--- src/rtl/wb_result_if.sv ---
// Bundle of M-stage inputs, data-memory response and registered writeback
// outputs shared by the writeback result stage and its driver.
interface wb_result_if #(
  parameter int XLEN = 32,
  parameter int RD_W = 5
);
  logic            valid_M;
  logic [1:0]      ResultSrc_M;
  logic [XLEN-1:0] ALUResult_M;
  logic [XLEN-1:0] PCPlus4_M;
  logic [XLEN-1:0] ImmExt_M;
  logic [2:0]      Funct3_M;
  logic            RegWrite_M;
  logic [RD_W-1:0] Rd_M;
  logic            mem_rvalid;
  logic [XLEN-1:0] mem_rdata;
  logic            flush_W;
  logic            stall_M;
  logic            valid_W;
  logic            RegWrite_W;
  logic [RD_W-1:0] Rd_W;
  logic [XLEN-1:0] Result_W;
  logic            misalign_W;
  logic            timeout_W;

  modport master (
    output valid_M, ResultSrc_M, ALUResult_M, PCPlus4_M, ImmExt_M, Funct3_M,
           RegWrite_M, Rd_M, mem_rvalid, mem_rdata, flush_W,
    input  stall_M, valid_W, RegWrite_W, Rd_W, Result_W, misalign_W, timeout_W
  );

  modport slave (
    input  valid_M, ResultSrc_M, ALUResult_M, PCPlus4_M, ImmExt_M, Funct3_M,
           RegWrite_M, Rd_M, mem_rvalid, mem_rdata, flush_W,
    output stall_M, valid_W, RegWrite_W, Rd_W, Result_W, misalign_W, timeout_W
  );
endinterface

--- src/rtl/wb_result_stage.sv ---
// Writeback result stage: selects the M-stage result, extracts load data,
// waits for late memory beats with a timeout and registers the writeback.
module wb_result_stage #(
  parameter int XLEN    = 32,
  parameter int RD_W    = 5,
  parameter int TIMEOUT = 16
) (
  input  logic        clk,
  input  logic        rst,
  wb_result_if.slave  bus
);

  localparam int OFF_W = $clog2(XLEN / 8);
  localparam logic [7:0] TO_LAST = 8'(TIMEOUT - 1);

  typedef enum logic [1:0] {IDLE, WAIT, DRAIN} state_t;

  function automatic logic [XLEN-1:0] load_extract(
    input logic [XLEN-1:0]  rdata,
    input logic [OFF_W-1:0] off,
    input logic [2:0]       f3
  );
    logic [XLEN-1:0]    s;
    logic signed [7:0]  sb;
    logic signed [15:0] sh;
    logic signed [31:0] sw;
    s  = rdata >> {off, 3'b000};
    sb = s[7:0];
    sh = s[15:0];
    sw = s[31:0];
    case (f3)
      3'b000:  load_extract = XLEN'(sb);
      3'b100:  load_extract = XLEN'(s[7:0]);
      3'b001:  load_extract = XLEN'(sh);
      3'b101:  load_extract = XLEN'(s[15:0]);
      3'b010:  load_extract = XLEN'(sw);
      3'b110:  load_extract = XLEN'(s[31:0]);
      default: load_extract = s;
    endcase
  endfunction

  // Misaligned also covers funct3 codes that do not exist at this XLEN.
  function automatic logic load_misaligned(
    input logic [OFF_W-1:0] off,
    input logic [2:0]       f3
  );
    case (f3)
      3'b000, 3'b100: load_misaligned = 1'b0;
      3'b001, 3'b101: load_misaligned = off[0];
      3'b010:         load_misaligned = (off[1:0] != 2'b00);
      3'b110:         load_misaligned = (XLEN != 64) || (off[1:0] != 2'b00);
      3'b011:         load_misaligned = (XLEN != 64) || (off != '0);
      default:        load_misaligned = 1'b1;
    endcase
  endfunction

  state_t          state, state_nxt;
  logic [7:0]      wait_cnt, cnt_nxt;
  logic            stall;

  logic            done_vld, done_we, done_mis, done_to;
  logic [XLEN-1:0] done_res;

  logic            vld_p1, regwrite_p1, misalign_p1, timeout_p1;
  logic [RD_W-1:0] rd_p1;
  logic [XLEN-1:0] result_p1;

  logic            is_load, mis, we_ok;
  logic [XLEN-1:0] sel_res, ld_res;

  always_comb begin
    is_load = bus.valid_M && (bus.ResultSrc_M == 2'b01);
    mis     = load_misaligned(bus.ALUResult_M[OFF_W-1:0], bus.Funct3_M);
    ld_res  = load_extract(bus.mem_rdata, bus.ALUResult_M[OFF_W-1:0], bus.Funct3_M);
    we_ok   = bus.valid_M && bus.RegWrite_M && (bus.Rd_M != '0);
    case (bus.ResultSrc_M)
      2'b00:   sel_res = bus.ALUResult_M;
      2'b10:   sel_res = bus.PCPlus4_M;
      2'b11:   sel_res = bus.ImmExt_M;
      default: sel_res = ld_res;
    endcase
  end

  always_comb begin
    state_nxt = state;
    cnt_nxt   = wait_cnt;
    stall     = 1'b0;
    done_vld  = 1'b0;
    done_we   = 1'b0;
    done_mis  = 1'b0;
    done_to   = 1'b0;
    done_res  = result_p1;
    case (state)
      IDLE: begin
        if (bus.valid_M) begin
          if (!is_load) begin
            done_vld = !bus.flush_W;
            done_we  = we_ok && !bus.flush_W;
            done_res = sel_res;
          end else if (mis) begin
            done_vld = !bus.flush_W;
            done_mis = !bus.flush_W;
            done_res = bus.ALUResult_M;
          end else if (bus.mem_rvalid) begin
            done_vld = !bus.flush_W;
            done_we  = we_ok && !bus.flush_W;
            done_res = ld_res;
          end else begin
            stall     = 1'b1;
            cnt_nxt   = '0;
            state_nxt = WAIT;
          end
        end
      end
      WAIT: begin
        stall = 1'b1;
        // A flush abandons the load; an outstanding beat must still be absorbed.
        if (bus.flush_W) begin
          state_nxt = bus.mem_rvalid ? IDLE : DRAIN;
        end else if (bus.mem_rvalid) begin
          done_vld  = 1'b1;
          done_we   = we_ok;
          done_res  = ld_res;
          state_nxt = IDLE;
        end else if (wait_cnt == TO_LAST) begin
          done_vld  = 1'b1;
          done_to   = 1'b1;
          done_res  = bus.ALUResult_M;
          state_nxt = DRAIN;
        end else begin
          cnt_nxt = wait_cnt + 8'd1;
        end
      end
      DRAIN: begin
        stall = 1'b1;
        if (bus.mem_rvalid) state_nxt = IDLE;
      end
      default: state_nxt = IDLE;
    endcase
  end

  // ---- stage p1: registered writeback ----
  always_ff @(posedge clk or posedge rst) begin
    if (rst) begin
      state       <= IDLE;
      wait_cnt    <= '0;
      vld_p1      <= 1'b0;
      regwrite_p1 <= 1'b0;
      misalign_p1 <= 1'b0;
      timeout_p1  <= 1'b0;
      rd_p1       <= '0;
      result_p1   <= '0;
    end else begin
      state       <= state_nxt;
      wait_cnt    <= cnt_nxt;
      vld_p1      <= done_vld;
      regwrite_p1 <= done_we;
      misalign_p1 <= done_mis;
      timeout_p1  <= done_to;
      if (done_vld) begin
        result_p1 <= done_res;
        rd_p1     <= bus.Rd_M;
      end
    end
  end

  assign bus.stall_M    = stall && !rst;
  assign bus.valid_W    = vld_p1;
  assign bus.RegWrite_W = regwrite_p1;
  assign bus.Rd_W       = rd_p1;
  assign bus.Result_W   = result_p1;
  assign bus.misalign_W = misalign_p1;
  assign bus.timeout_W  = timeout_p1;

endmodule
--- src/flat_wrapper.sv ---
// flat-port wrapper written by rule: the top's interface ports become plain ports
module wb_result_stage_flat 
#(
  parameter int XLEN    = 32,
  parameter int RD_W    = 5,
  parameter int TIMEOUT = 16
)
  (clk, rst, bus_valid_M, bus_ResultSrc_M, bus_ALUResult_M, bus_PCPlus4_M, bus_ImmExt_M, bus_Funct3_M, bus_RegWrite_M, bus_Rd_M, bus_mem_rvalid, bus_mem_rdata, bus_flush_W, bus_stall_M, bus_valid_W, bus_RegWrite_W, bus_Rd_W, bus_Result_W, bus_misalign_W, bus_timeout_W);
  wb_result_if #(.XLEN(XLEN), .RD_W(RD_W)) bus_i ();
  input  logic clk;
  input  logic rst;
  input wire logic [$bits(bus_i.valid_M)-1:0] bus_valid_M;
  input wire logic [$bits(bus_i.ResultSrc_M)-1:0] bus_ResultSrc_M;
  input wire logic [$bits(bus_i.ALUResult_M)-1:0] bus_ALUResult_M;
  input wire logic [$bits(bus_i.PCPlus4_M)-1:0] bus_PCPlus4_M;
  input wire logic [$bits(bus_i.ImmExt_M)-1:0] bus_ImmExt_M;
  input wire logic [$bits(bus_i.Funct3_M)-1:0] bus_Funct3_M;
  input wire logic [$bits(bus_i.RegWrite_M)-1:0] bus_RegWrite_M;
  input wire logic [$bits(bus_i.Rd_M)-1:0] bus_Rd_M;
  input wire logic [$bits(bus_i.mem_rvalid)-1:0] bus_mem_rvalid;
  input wire logic [$bits(bus_i.mem_rdata)-1:0] bus_mem_rdata;
  input wire logic [$bits(bus_i.flush_W)-1:0] bus_flush_W;
  output wire logic [$bits(bus_i.stall_M)-1:0] bus_stall_M;
  output wire logic [$bits(bus_i.valid_W)-1:0] bus_valid_W;
  output wire logic [$bits(bus_i.RegWrite_W)-1:0] bus_RegWrite_W;
  output wire logic [$bits(bus_i.Rd_W)-1:0] bus_Rd_W;
  output wire logic [$bits(bus_i.Result_W)-1:0] bus_Result_W;
  output wire logic [$bits(bus_i.misalign_W)-1:0] bus_misalign_W;
  output wire logic [$bits(bus_i.timeout_W)-1:0] bus_timeout_W;
  assign bus_i.valid_M = bus_valid_M;
  assign bus_i.ResultSrc_M = bus_ResultSrc_M;
  assign bus_i.ALUResult_M = bus_ALUResult_M;
  assign bus_i.PCPlus4_M = bus_PCPlus4_M;
  assign bus_i.ImmExt_M = bus_ImmExt_M;
  assign bus_i.Funct3_M = bus_Funct3_M;
  assign bus_i.RegWrite_M = bus_RegWrite_M;
  assign bus_i.Rd_M = bus_Rd_M;
  assign bus_i.mem_rvalid = bus_mem_rvalid;
  assign bus_i.mem_rdata = bus_mem_rdata;
  assign bus_i.flush_W = bus_flush_W;
  assign bus_stall_M = bus_i.stall_M;
  assign bus_valid_W = bus_i.valid_W;
  assign bus_RegWrite_W = bus_i.RegWrite_W;
  assign bus_Rd_W = bus_i.Rd_W;
  assign bus_Result_W = bus_i.Result_W;
  assign bus_misalign_W = bus_i.misalign_W;
  assign bus_timeout_W = bus_i.timeout_W;
  wb_result_stage #(.XLEN(XLEN), .RD_W(RD_W), .TIMEOUT(TIMEOUT)) u_core (.clk(clk), .rst(rst), .bus(bus_i));
endmodule
--- config.mk ---
export PLATFORM = sky130hd
export DESIGN_NAME = wb_result_stage_flat
export DESIGN_NICKNAME = d
export VERILOG_FILES = /design/src/rtl/wb_result_if.sv /design/src/rtl/wb_result_stage.sv /design/src/flat_wrapper.sv
export SDC_FILE = /design/constraint.sdc
export NUM_CORES = 1
export LEC_CHECK = 0
export BUFFER_PORTS_ARGS = -buffer_cell sky130_fd_sc_hd__buf_2
export CORE_ASPECT_RATIO = 0.75
export CORE_MARGIN = 4
export CORE_UTILIZATION = 35
export DETAILED_ROUTE_END_ITERATION = 10
export PLACE_DENSITY = 0.71
export SYNTH_ARGS = -nofsm -noshare
export SYNTH_HDL_FRONTEND = slang
export SYNTH_SLANG_ARGS = --single-unit
--- constraint.sdc ---
create_clock -name clk -period 4.3 [get_ports clk]
set_input_delay 0.86 -clock clk [delete_from_list [all_inputs] [get_ports clk]]
set_output_delay 0.86 -clock clk [all_outputs]
set_load 0.03 [all_outputs]
==> results of run 1 <==
## cell usage in the layout, fill, tap and decap left out, types with 9 or more instances in the layout
| cell type | Yosys | layout |
|---|---|---|
| buf_4 | 1 | 11 |
| a221o_1 | 9 | 9 |
| a211oi_1 | 20 | 20 |
| a31oi_1 | 20 | 20 |
| buf_2 | 15 | 185 |
| dfrtp_1 | 51 | 51 |
| o31ai_1 | 19 | 19 |
| a21oi_1 | 31 | 31 |
| nor2b_1 | 16 | 16 |
| o21ai_0 | 45 | 45 |
| mux2i_1 | 49 | 49 |
| nand2_1 | 40 | 40 |
| nor2_1 | 64 | 64 |
## area by class of cell
| type | count | share of cell area |
|---|---|---|
| clock inverters | 3 | 0.004091 |
| repair buffers | 196 | 0.1832 |
| multi-input cells | 422 | 0.5145 |
| clock buffers | 5 | 0.02273 |
| inverters | 10 | 0.006818 |
| flip-flops and latches | 51 | 0.2318 |
| well taps | 162 | 0.03682 |
## report_power, final
part           internal [mW]  leakage [nW]  switching, mW  total (mW)
registers              0.666         0.636          0.106       0.772
logic                  0.523          1.84           1.05        1.58
clock network          0.220        0.0746          0.212       0.433
## worst reg2reg max path: stages (launching register included)
cell	delay, ns
dfrtp_1	0.42
inv_1	0.10
ha_1	0.18
buf_4	0.22
inv_1	0.10
nor2_1	0.05
buf_4	0.22
a2111o_4	0.69
o31ai_1	0.38
## kinds of logic (layout without fill, tap and decap cells)
group / Yosys count / in the layout / share of synthesized area
flops: 51 / 51 / 0.2932
simple gates: 151 / 151 / 0.1607
mux: 57 / 57 / 0.1360
fa+ha+maj: 5 / 5 / 0.01437
compound gates: 209 / 209 / 0.3369
buf+inv: 54 / 214 / 0.05892
## registers in the layout (all words and copies together), names as in the netlist
register,cells
u_core.bus.Rd_W,5
u_core.state,2
u_core.bus.misalign_W,1
u_core.wait_cnt,8
u_core.bus.valid_W,1
u_core.bus.timeout_W,1
u_core.bus.Result_W,32
u_core.bus.RegWrite_W,1
## per-layer routing
layer | routed length (um) | part of all wire | track usage | vias up
li1 | - | - | - | 2322
met1 | 7345 | 0.43 | 0.3212 | 2347
met2 | 7727 | 0.45 | 0.3558 | 246
met3 | 1649 | 0.097 | 0.05091 | 29
met4 | 359 | 0.021 | 0.06838 | 0
met5 | 0 | 0 | 0 | -
## stage by stage
step / setup WS, ns / hold slack, ns / instance area [um2] / cells
floorplan: 0.7597 / 0.4657 / 4353 / 527
global placement: 0.8694 / 0.4538 / 5358 / 841
detailed placement: 0.8303 / 0.4653 / 5358 / 841
CTS: 0.8229 / 0.4818 / 5505 / 849
global route: 0.7307 / 0.4949 / 5505 / 849
finish: 0.8050 / 0.4745 / 5505 / 849
## final timing paths
check | from | end | slack [ns] | depth (start not counted)
setup / recovery | bus_Funct3_M[0] | bus_stall_M | 0.80 | 6
min in group asynchronous | rst | u_core.bus.Result_W[21] | 0.68 | 2
hold reg to reg | u_core.bus.Result_W[25] | u_core.bus.Result_W[25] | 0.47 | 2
hold / removal | u_core.bus.Result_W[25] | u_core.bus.Result_W[25] | 0.47 | 2
max in group asynchronous | rst | u_core.bus.Result_W[26] | 2.84 | 3
setup reg to reg | u_core.state[1] | u_core.bus.Result_W[7] | 1.84 | 8
==> out/metrics.cfg, run 1 <==
[cts]
cts_resized=0
post-cts-setup-buffer-count=0
tritoncts=yes
clock_sinks=51
ctsHoldBuffers=0
cts.clk_slew.worst_paths_ns=0.07
cts-root-buf=clkbuf_16
insertion_delay_ns=0.30
clock_path_buffers=2
htreeDepth=2
numCtsBuffers=5

[placement]
gp_congestion=0.8532
dp_hpwl_um=13090
portBuffers=185

[detailed_routing]
routedWlPerCell_um=20.12
via_per_inst=5.823
drc=0
drt-pass1-iter-count=5
drtIter0Drc=393
vias=4944
ant_nets=0
wl_um=17080

[power]
p_per_area_nw_per_um2=505.1
ir_drop_mv=0.2754
total_power_mw=2.780
total_leakage_power_nw=2.549

[critical_path]
crit_arrival_ns=2.64
slowest_stage=or4_4
crit_path_end_kind=primary output
cpPeakStageDelay_ns=0.54
cp.buffers_inverters=2
startpoint_type=primary input
worstSetupPathType=in2out
path_max_fanout=11
crit_top_cell=buf_2
crit_chain=buf_2 > or4_4 > a2111oi_4 > a21oi_1 > nor3_1 > buf_2
critPathTopFamily=simple AND/OR/NAND/NOR gates
crit_required_ns=3.44

[cells_and_area]
fin_nets=835
multi_input_area_um2=2833
area_growth_pct=26.47
ff_latch_area_um2=1276
n_fill_cell=1201
diodes=0
fin_util=0.4638
drive_gt1_frac=0.3333

[sta]
hold_viol_final=0
max_freq_mhz=286.1
period_needed_ns=3.495
final.setup.tns_ns=0
setup_viol=0
period_share=0.8128
rsz0062_at_grt=no
maxSlewViolCount=0
skew_ns=0.005550
worstMarginPinSlew_ns=1.257
slew_headroom=0.1572

[outcome]
outcome=finished, final reports clean

[job]
cap_violations=0

[global_route]
antenna_found_initial=0
grt_overflow_total=0
grt_usage=0.2297
grt_pass1_vias=4996
grt_pass1_wl_um=26070
grt_max_degree=43

[logic_synthesis]
syn_area_um2=4353
synthTopCellsByCount=64 x nor2_1, 51 x dfrtp_1, 49 x mux2i_1
syn_inst=527
ys_ff_latch=51
synthTopCellsByArea=dfrtp_1 29%, mux2i_1 11%, nor2_1 5.5%, o21ai_0 5.2%, a21oi_1 3.6%
synth-edff-count=0
synth_top_cell_by_area=dfrtp_1
syn_nets=676
synth_top_area_frac=0.2932
async_flop_share=1.000
synth.distinct_cells=62
synthFlopType=dfrtp_1
yosysSeqAreaShare=0.2932
ys.warnings.count=0
syn_avg_cell_area_um2=8.260
post-synth-top-count-cell=nor2_1

[floorplanning]
core-area_um2=11870
rows=34
die_w_um=136.8
dieArea_um2=14300
die_h_um=104.6
ios=186
start_util=0.3668

[hold_path]
hold_path_class=reg2reg

(Power assumes the default switching activity.)
==> inputs of run 2 (changes only) <==
==> constraint.sdc (replaced) <==
create_clock -name clk -period 3.4 [get_ports clk]
set_input_delay 0.68 -clock clk [delete_from_list [all_inputs] [get_ports clk]]
set_output_delay 0.68 -clock clk [all_outputs]
set_load 0.03 [all_outputs]
==> run 2 against run 1 <==
Register-to-register slack lost 1.0 ns; routed wire length shrank 1.1%; first-iteration DRC count grew 36%; critical endpoint unchanged; die area is the same.
==> out/metrics.cfg, run 2 (synthesis results as in run 1) <==
[cts]
cts_resized=0  ; unchanged
cts.clk_slew.worst_paths_ns=0.07  ; about the same
post-cts-setup-buffer-count=0  ; unchanged
cts-root-buf=clkbuf_16
tritoncts=yes
ctsHoldBuffers=0  ; unchanged
numCtsBuffers=5  ; unchanged
htreeDepth=2  ; unchanged
clock_sinks=51  ; unchanged
clock_path_buffers=2  ; unchanged
insertion_delay_ns=0.30  ; about the same

[cells_and_area]
fin_util=0.4699  ; +0.006009
n_fill_cell=1206  ; +0.42%
final_cell_mix=185 x buf_2, 64 x nor2_1, 51 x dfrtp_1
final_area_um2=5577  ; +1.3%
largest_reg_flops=32  ; unchanged
final_cells=856  ; +0.82%
fin_nets=843  ; +0.96%
area_growth_pct=28.11
final_common_cell=buf_2
diodes=0  ; unchanged
drive_gt1_frac=0.3386  ; +0.005283

[critical_path]
rr_startpoint=u_core.state[1]
crit_required_ns=2.72  ; -0.72 ns
startpoint_type=primary input
crit_path_end_kind=primary output
crit_path_start=bus_Funct3_M[0]
worstSetupPathType=in2out
crit_arrival_ns=2.30  ; -0.34 ns
path_max_fanout=11  ; unchanged

[placement]
preCtsSetupSlack_ns=0.4344  ; -0.3959 ns
placed_area_um2=5418  ; +1.1%
gp_congestion=0.8610  ; +0.91%
dp_cells=849  ; +0.95%
dp_hpwl_um=13120  ; +0.23%
portBuffers=185  ; unchanged

[detailed_routing]
vias=4975  ; +0.63%
ant_nets=0  ; unchanged
wl_um=16890  ; -1.1%
routedWlPerCell_um=19.73  ; -2.0%
drtIter0Drc=536  ; +36%
drc=0  ; unchanged
via_per_inst=5.812  ; -0.20%
drt-pass1-iter-count=7  ; +2

[sta]
skew_ns=0.008717  ; +0.003168 ns
final.setup.worst_slack_ns=0.4231  ; -0.3819 ns
max_freq_mhz=335.9
slew_headroom=0.2339  ; +0.07669
period_needed_ns=2.977
holdWs_ns=0.4792  ; +0.004749 ns
rsz0062_at_grt=no
maxSlewViolCount=0  ; unchanged
setup_viol=0  ; unchanged
worstMarginPinSlew_ns=1.148  ; -0.1091 ns
final.setup.tns_ns=0  ; unchanged
hold_viol_final=0  ; unchanged
period_share=0.8756

[outcome]
outcome=finished, final reports clean

[power]
total_power_mw=3.566  ; +28%
total_leakage_power_nw=2.592  ; +1.7%
p_per_area_nw_per_um2=639.5  ; +27%
ir_drop_mv=0.2995  ; +8.8%

[hold_path]
hold_path_class=reg2reg
hold_path.startpoint=u_core.bus.Result_W[25]

[floorplanning]
ios=186  ; unchanged
die_w_um=136.8  ; unchanged
core-area_um2=11870  ; unchanged
dieArea_um2=14300  ; unchanged
rows=34  ; unchanged
die_h_um=104.6  ; unchanged
start_util=0.3668  ; unchanged

[global_route]
grt_pass1_vias=4903  ; -1.9%
grt_usage=0.2253  ; -0.004339
grt_overflow_total=0  ; unchanged
grt_pass1_wl_um=25650  ; -1.6%
antenna_found_initial=2  ; +2
grt_max_degree=52  ; +21%

[job]
cap_violations=0  ; unchanged

run 2: power by group:
part           total, mW  internal [mW]  switching, mW
clock network      0.585          0.345          0.240
logic               2.01          0.671           1.34
registers          0.971          0.842          0.129
total               3.57           1.86           1.71
run 2: worst paths after layout:
path,to,slack (ns),depth (start not counted)
setup / recovery,bus_stall_M,0.42,6
hold reg to reg,u_core.bus.Result_W[25],0.48,2
min in group asynchronous,u_core.bus.Result_W[23],0.69,2
hold / removal,u_core.bus.Result_W[25],0.48,2
setup reg to reg,u_core.bus.Result_W[11],0.84,7
max in group asynchronous,u_core.bus.Result_W[8],1.99,2
run 2: critical path, stage by stage:
cell	delay [ns]
buf_2	0.15
or4_4	0.54
a2111oi_4	0.38
a21oi_1	0.14
nor3_1	0.16
buf_2	0.23
run 2: layout make-up:
type | instances | area, um2 | area share
multi-input combinational | 422 | 2833 | 0.5080
tap | 162 | 202.7 | 0.03635
inverter | 10 | 37.54 | 0.006731
clock inverter | 1 | 30.03 | 0.005385
clock buffer | 6 | 128.9 | 0.02311
sequential | 51 | 1276 | 0.2289
timing repair buffer | 204 | 1069 | 0.1916
run 2: per-layer routing:
layer | routed length (um) | part of all wire | vias to the layer above | GRT usage
li1 | - | - | 2344 | -
met1 | 7080 | 0.42 | 2346 | 0.3034
met2 | 7563 | 0.45 | 250 | 0.3520
met3 | 1862 | 0.11 | 31 | 0.06820
met4 | 352 | 0.021 | 4 | 0.06197
met5 | 26 | 0.0015 | - | 0
==> inputs of run 3 (changes only) <==
--- a/config.mk
+++ b/config.mk
@@ -5,12 +5,13 @@
 export SDC_FILE = /design/constraint.sdc
 export NUM_CORES = 1
 export LEC_CHECK = 0
-export BUFFER_PORTS_ARGS = -buffer_cell sky130_fd_sc_hd__buf_2
 export CORE_ASPECT_RATIO = 0.75
 export CORE_MARGIN = 4
 export CORE_UTILIZATION = 35
 export DETAILED_ROUTE_END_ITERATION = 10
-export PLACE_DENSITY = 0.71
+export DONT_BUFFER_PORTS = 1
+export PLACE_DENSITY = 0.58
+export RECOVER_POWER = 25
 export SYNTH_ARGS = -nofsm -noshare
 export SYNTH_HDL_FRONTEND = slang
 export SYNTH_SLANG_ARGS = --single-unit
==> run 3 against run 2 <==
The run now ends with capacitance limit, slew limit left; hold slack got worse by 0.028 ns; clock-buffer cell count fell by 1; non-clock buffer count fell by 192; sequential power rose by 49%; via count fell by 15%; routed wire length fell by 4.5%; register-to-register slack got worse by 0.05 ns; fmax fell by 1.3%; highest routed layer is now met4; cell count fell by 22%; core utilization fell by 8.3 points; cell area fell by 18%; setup slack got worse by 0.039 ns.
==> out/metrics.cfg, run 3 (synthesis results as in run 1) <==
[placement]
dp_hpwl_um=12370  ; -5.7%
gp_congestion=0.8760  ; +1.7%
portBuffers=0  ; -100%

[hold_path]
hold_path_class=in2reg
holdPathStages=1  ; -1

[global_route]
grt_pass1_wl_um=24650  ; -3.9%
antenna_found_initial=0  ; -2
grt_pass1_vias=4188  ; -15%
grt_usage=0.2210  ; -0.004324
grt_max_degree=43  ; -17%
grt_overflow_total=0  ; unchanged

[floorplanning]
die_h_um=104.6  ; unchanged
rows=34  ; unchanged
core-area_um2=11870  ; unchanged
die_w_um=136.8  ; unchanged
start_util=0.3668  ; unchanged
ios=186  ; unchanged
dieArea_um2=14300  ; unchanged

[cts]
cts-root-buf=clkbuf_16
numCtsBuffers=5  ; unchanged
post-cts-setup-buffer-count=0  ; unchanged
ctsHoldBuffers=0  ; unchanged
insertion_delay_ns=0.30  ; about the same
htreeDepth=2  ; unchanged
tritoncts=yes
clock_path_buffers=2  ; unchanged
cts_resized=0  ; unchanged
cts.clk_slew.worst_paths_ns=0.07  ; about the same
clock_sinks=51  ; unchanged

[sta]
period_share=0.8871  ; +0.01149
rsz0062_at_grt=no
period_needed_ns=3.016  ; +0.03905 ns
setup_viol=0  ; unchanged
max_freq_mhz=331.6  ; -1.3%
skew_ns=0.003231  ; -0.005486 ns
worstMarginPinSlew_ns=1.685  ; +0.5375 ns
maxSlewViolCount=43  ; +43
final.setup.tns_ns=0  ; unchanged
slew_headroom=-0.1246  ; -0.3584
hold_viol_final=0  ; unchanged

[cells_and_area]
fin_util=0.3865  ; -0.08339
final_cell_mix=64 x nor2_1, 51 x dfrtp_1, 49 x mux2i_1
fin_nets=651  ; -23%
largest_reg_flops=32  ; unchanged
final_common_cell=nor2_1
area_growth_pct=5.375
n_fill_cell=1195  ; -0.91%
drive_gt1_frac=0.08748  ; -0.2511
diodes=0  ; unchanged

[critical_path]
critPathTopFamily=simple AND/OR/NAND/NOR gates
slowest_stage=or4_4
crit_arrival_ns=2.34  ; +0.04 ns
worstRegToRegCells=8  ; +1
crit_path_end_kind=primary output
cp.buffers_inverters=1  ; -1
crit_chain=or4_4 > a2111oi_4 > a21oi_1 > nor3_1 > buf_4
startpoint_type=primary input
path_max_fanout=42  ; +31
worstSetupPathType=in2out
crit_cells=5  ; -1
cpPeakStageDelay_ns=0.56  ; +0.02 ns
crit_required_ns=2.72  ; about the same

[detailed_routing]
via_per_inst=6.352  ; +9.3%
drtIter0Drc=296  ; -45%
drt-pass1-iter-count=5  ; -2
wl_um=16120  ; -4.5%
routedWlPerCell_um=24.25  ; +23%
ant_nets=0  ; unchanged
drc=0  ; unchanged
vias=4224  ; -15%

[power]
total_leakage_power_nw=1.811  ; -30%
total_power_mw=3.149  ; -12%
ir_drop_mv=0.2828  ; -5.6%
p_per_area_nw_per_um2=686.6  ; +7.4%

[job]
cap_violations=1  ; +1

[outcome]
outcome=finished, violations left
violations=capacitance limit, slew limit

## run 3: cell count changes in the layout (fill, tap and decap cells not counted)
cell / delta
clkinv_2: +1
inv_6: +2
inv_2: -1
buf_4: -7
clkbuf_1: -1
bufinv_16: -1
inv_1: +1
buf_2: -185
## run 3: final cells by class
class                           instances  area [um2]  area share
Multi-Input combinational cell        422        2833      0.6176
Sequential cell                        51        1276      0.2782
Tap cell                              162       202.7     0.04419
Clock buffer                            5       125.1     0.02728
Timing Repair Buffer                   12       90.09     0.01964
Inverter                               10       37.54    0.008183
Clock inverter                          3       22.52    0.004910
## run 3: power breakdown
group / leakage (nW) / total, mW / internal (mW) / switching [mW]
combinational: 1.10 / 1.16 / 0.464 / 0.694
clock: 0.0746 / 0.539 / 0.278 / 0.260
sequential: 0.636 / 1.45 / 0.836 / 0.617
## run 3: per-layer routing
metal | GRT usage | share of wire | wire length, um | vias to the layer above
met5 | 0 | 0 | 0 | -
met4 | 0.04202 | 0.0096 | 155 | 0
met3 | 0.07205 | 0.11 | 1837 | 14
met2 | 0.3481 | 0.44 | 7146 | 236
met1 | 0.2993 | 0.43 | 6984 | 2021
li1 | - | - | - | 1953
## run 3: final timing paths
check / end / slack (ns) / start
min reg2reg: u_core.wait_cnt[7] / 0.50 / u_core.wait_cnt[7]
max: bus_stall_M / 0.38 / bus_ALUResult_M[0]
max in group asynchronous: u_core.bus.Result_W[0] / 1.63 / rst
max reg2reg: u_core.wait_cnt[2] / 0.79 / u_core.state[1]
min: u_core.bus.timeout_W / 0.45 / bus_flush_W
min in group asynchronous: u_core.bus.Rd_W[3] / 0.80 / rst
## run 3: metrics by stage
step	area (um2)	instances	setup WS [ns]	hold WS, ns
2_1_floorplan	4353	527	0.2197	0.4657
3_3_place_gp	4439	657	0.4691	0.4865
3_5_place_dp	4439	657	0.3927	0.4879
4_1_cts	4587	665	0.3892	0.4389
5_1_grt	4587	665	0.2987	0.4388
6_report	4587	665	0.3840	0.4517
